## config.mk

```make
export PLATFORM = sky130hd
export DESIGN_NAME = whirlpool_wcipher_inv_sbox_engine
export DESIGN_NICKNAME = d
export VERILOG_FILES = /design/src/rtl/whirlpool_wcipher_inv_sbox_engine.sv
export SDC_FILE = /design/constraint.sdc
export NUM_CORES = 2
export LEC_CHECK = 0
export BUFFER_PORTS_ARGS = -buffer_cell sky130_fd_sc_hd__clkbuf_2
export CORE_AREA = 2 2 404 406
export CTS_CLUSTER_DIAMETER = 30
export DETAILED_ROUTE_END_ITERATION = 16
export DIE_AREA = 0 0 406 408
export PLACE_DENSITY_LB_ADDON = 0.12
export SYNTH_ARGS = -nofsm -noshare
export SYNTH_HDL_FRONTEND = slang
export SYNTH_SLANG_ARGS = --single-unit
```

## constraint.sdc

```tcl
create_clock -name clk -period 10.99 [get_ports clk]
set_input_delay 1.099 -clock clk [delete_from_list [all_inputs] [get_ports clk]]
set_output_delay 1.099 -clock clk [all_outputs]
set_load 0.01 [all_outputs]
```

## src/rtl/whirlpool_wcipher_inv_sbox_engine.sv

```systemverilog
`default_nettype none
// ============================================================================
// Module   : whirlpool_wcipher_inv_sbox_engine
// Brief    : Iterative Whirlpool inverse-SubBytes engine, LANES bytes per cycle,
//            valid/ready in and out, single state in flight.
// Revision : 1.0 - initial release
// ============================================================================
module whirlpool_wcipher_inv_sbox_engine #(
  parameter int STATE_BYTES = 64,
  parameter int LANES       = 8
) (
  input  logic                     clk,
  input  logic                     rst_n,
  input  logic                     in_valid,
  output logic                     in_ready,
  input  logic [8*STATE_BYTES-1:0] in_data,
  output logic                     out_valid,
  input  logic                     out_ready,
  output logic [8*STATE_BYTES-1:0] out_data,
  output logic                     busy
);

  localparam int C_CHUNKS = STATE_BYTES / LANES;
  localparam int C_CW     = (C_CHUNKS > 1) ? $clog2(C_CHUNKS) : 1;
  localparam logic [C_CW-1:0] C_LAST = C_CW'(C_CHUNKS - 1);

  // Mini-box tables, nibble i at bits [4i+3:4i].
  localparam logic [63:0] C_E_TAB    = 64'h052A_478E_3F6D_C9B1;
  localparam logic [63:0] C_EINV_TAB = 64'h6843_1C29_A5EB_7D0F;
  localparam logic [63:0] C_R_TAB    = 64'h0152_A836_F94E_DBC7;

  typedef enum logic [1:0] {
    S_IDLE = 2'd0,
    S_BUSY = 2'd1,
    S_DONE = 2'd2
  } state_t;

  state_t                              r_state;
  logic [C_CW-1:0]                     r_cnt;
  logic [C_CHUNKS-1:0][LANES-1:0][7:0] r_work;
  logic [LANES-1:0][7:0]               w_sub;

  function automatic logic [3:0] nib(input logic [63:0] tab, input logic [3:0] idx);
    return tab[{idx, 2'b00} +: 4];
  endfunction

  function automatic logic [7:0] inv_sbox(input logic [7:0] y);
    logic [3:0] g, h, d;
    g = nib(C_E_TAB, y[3:0]);
    h = nib(C_EINV_TAB, y[7:4]);
    d = nib(C_R_TAB, g ^ h);
    return {nib(C_EINV_TAB, h ^ d), nib(C_E_TAB, g ^ d)};
  endfunction

  generate
    for (genvar l = 0; l < LANES; l++) begin : g_lane
      assign w_sub[l] = inv_sbox(r_work[r_cnt][l]);
    end
  endgenerate

  assign out_data = r_work;

  always_ff @(posedge clk or negedge rst_n) begin
    if (!rst_n) begin
      r_state   <= S_IDLE;
      r_cnt     <= '0;
      r_work    <= '0;
      in_ready  <= 1'b0;
      out_valid <= 1'b0;
      busy      <= 1'b0;
    end else begin
      case (r_state)
        S_IDLE: begin
          if (in_valid && in_ready) begin
            r_work   <= in_data;
            r_cnt    <= '0;
            in_ready <= 1'b0;
            busy     <= 1'b1;
            r_state  <= S_BUSY;
          end else begin
            in_ready <= 1'b1;
          end
        end
        S_BUSY: begin
          r_work[r_cnt] <= w_sub;
          if (r_cnt == C_LAST) begin
            r_cnt     <= '0;
            busy      <= 1'b0;
            out_valid <= 1'b1;
            r_state   <= S_DONE;
          end else begin
            r_cnt <= r_cnt + C_CW'(1);
          end
        end
        S_DONE: begin
          // in_ready reopens on the output transfer edge itself.
          if (out_ready) begin
            out_valid <= 1'b0;
            in_ready  <= 1'b1;
            r_state   <= S_IDLE;
          end
        end
        default: begin
          r_state   <= S_IDLE;
          in_ready  <= 1'b0;
          out_valid <= 1'b0;
          busy      <= 1'b0;
        end
      endcase
    end
  end

endmodule
`default_nettype wire

```

==> flow_summary.yaml <==
run_status:
  run_status: "completed"
timing:
  skew_ns: 0.0441
  hold_slack_ns: 0.390
  worstMarginPinSlew_ns: 1.23
  max_slew_margin_pct: 15.4
  finalSetupTns_ns: 0
  drv_slew: 0
  fmax_mhz: 137
  period_share_pct: 66.3
  period_needed_ns: 7.29
  hold_viol: 0
  fin_ws_ns: 3.70
  rsz0062_at_grt: "no"
  finalSetupViolations: 0
logic_synthesis:
  synth-async-reset-ratio_pct: 100
  synth.net_count: 3720
  yosys_register_bits: 520
  synth_edf_count: 0
  synth_area_sq_um: 32300
  ys_seq_area_share_pct: 40.3
  syn_inst: 3107
  synthTopCellsByArea: "dfrtp_1, a22oi_1, o21ai_0"
  yosysTopAreaCell: "dfrtp_1"
  synth.distinct_cells: 103
  yosysWarnings: 0
  synthFlopType: "dfrtp_1"
  syn_avg_cell_area_sq_um: 10.4
  synthDominantCellAreaShare_pct: 40.3
worst_setup_path:
  critPathArrivalTime_ns: 7.91
  crit_family: "XOR/XNOR gates"
  path_depth: 15
  critPathLaunchType: "flip-flop"
  cp_slowest_cell: "xor2_1"
  worstPathBufferInverterCount: 4
  worst_path_largest_cell_delay_ns: 0.86
  path_cells: "buf_4 > inv_2 > nor2_2 > a221o_1 > inv_1 > ha_1 > mux4_2 > xor2_1 > inv_1 > ha_1 > mux4_2 > xor2_1 > and3b_1 > a211oi_2 > o21ai_0"
  crit_fanout: 25
  worstSetupPathType: "reg -> reg"
  reg2reg_depth: 15
  end_kind: "flip-flop"
  crit_required_ns: 11.61
cts:
  clockBufferDepth: 3
  htreeDepth: 4
  postCtsResizedCells: 0
  cts-buffers-inserted: 177
  clock_latency_ns: 0.80
  cts-root-buf: "clkbuf_16"
  clock_sinks: 520
  post_cts_buffers: 0
  cts_tree: "done"
  hold_buffers: 0
  clk_pin_slew_ns: 0.04
global_route:
  grt_pass1_wl_um: 297000
  grt_max_degree: 184
  antenna_found_initial: 51
  grt.total_usage_pct: 26.0
  grt_pass1_vias: 34200
  grt_overflow_total: 0
drt:
  drt_iter0_drc: 2616
  drc_errors: 0
  final_antenna_net_count: 0
  dr.pass1.iters: 5
  avgRoutedWirePerCell_um: 34.2
  drt-total-wl_um: 222000
  via_count: 33600
  viasPerCell: 5.17
placement:
  hpwl_um: 163000
  port_buffers: 1030
  globalplace.congestion: 0.853
  dp_cells: 6153
  dp_slack_ns: 3.73
floorplan:
  die_area_sq_um: 166000
  die_h_um: 408
  io_pins: 1031
  die_w_um: 406
  coreArea_sq_um: 162000
  start_util_pct: 20.0
  row_count: 148
cells_and_area:
  drive_above_1_share_pct: 38.6
  final_common_cell: "clkbuf_2"
  nets: 4770
  fin_cells: 6499
  mostFrequentLayoutCells: "clkbuf_2, dfrtp_1, a22oi_1, o21ai_0, clkbuf_16"
  syn_to_final_growth_pct: 42.9
job:
  cap_violations: 0
min_path:
  hp-class: "in -> async"
==> cell type report <==
| class | count | area (sq um) |
|---|---|---|
| diodes | 25 | 62.6 |
| clock buffers | 260 | 5280 |
| clock inverters | 61 | 913 |
| fillers | 17300 | 115000 |
| inverters | 104 | 395 |
| multi-input cells | 2257 | 18100 |
| flip-flops and latches | 520 | 13000 |
| well taps | 2175 | 2720 |
| repair buffers | 1097 | 5740 |
==> synthesized netlist by cell type (all sizes together), types with 20 or more instances <==
cell    count
o31ai      32
xnor2      94
xor2       55
nand2      65
o21ai     515
a31oi      24
inv       104
nor3       30
clkbuf    169
a22oi     509
a211oi     26
a22o       37
nor2       91
mux2i     142
ha         97
mux4       78
nand3      33
a21oi      41
a221oi     29
dfrtp     520
o221ai     20
buf        57
mux2       62
==> worst paths after layout <==
kind                               startpoint             to  slack [ns]
worst max-delay path                 r_cnt[0]  out_data[306]        3.70
worst min-delay path                    rst_n   out_data[97]        0.39
worst max register to register       r_cnt[0]  out_data[306]        3.70
worst min register to register  out_data[345]  out_data[345]        0.53
max in group asynchronous               rst_n       r_cnt[0]        8.29
min in group clk                out_data[345]  out_data[345]        0.53
==> kinds of logic after synthesis <==
kind of cell,share of synthesized area (%)
fa+ha+maj,3.75
compound gates,29.1
flops,40.3
simple gates,5.76
mux,12.3
buf+inv,4.46
xor+xnor,4.44
==> worst reg2reg max path, delay by kind of cell (launching register included) <==
kind | cells | cell delay (ns)
multiplexers | 2 | 1.07
XOR/XNOR | 2 | 1.25
buffers and inverters | 4 | 1.24
AO/OA/AOI/OAI | 3 | 1.12
adder cells (fa/ha/maj) | 2 | 0.62
flip-flops | 1 | 0.70
AND/OR/NAND/NOR | 2 | 1.13
==> metrics by stage <==
stage          area, sq um  utilization, %
6_report             46200            28.6
5_1_grt              46100            28.5
4_1_cts              46100            28.5
3_5_place_dp         39900            24.7
3_3_place_gp         39900            24.7
2_1_floorplan        32300               -
==> state kept, by name (all words and copies together) (netlist names) <==
name,cells
busy,1
out_valid,1
r_cnt,3
out_data,512
r_state,2
in_ready,1
==> layer usage <==
metal | vias up | track usage [%] | routed length [um]
met3 | 297 | 6.16 | 15300
met1 | 17500 | 32.9 | 93100
met5 | - | 0 | 240
met2 | 1487 | 43.8 | 108000
li1 | 14300 | - | -
met4 | 34 | 7.34 | 5500
Power is not shown: default switching activity piles up to over one toggle a cycle in this logic, so the estimate is an artifact.
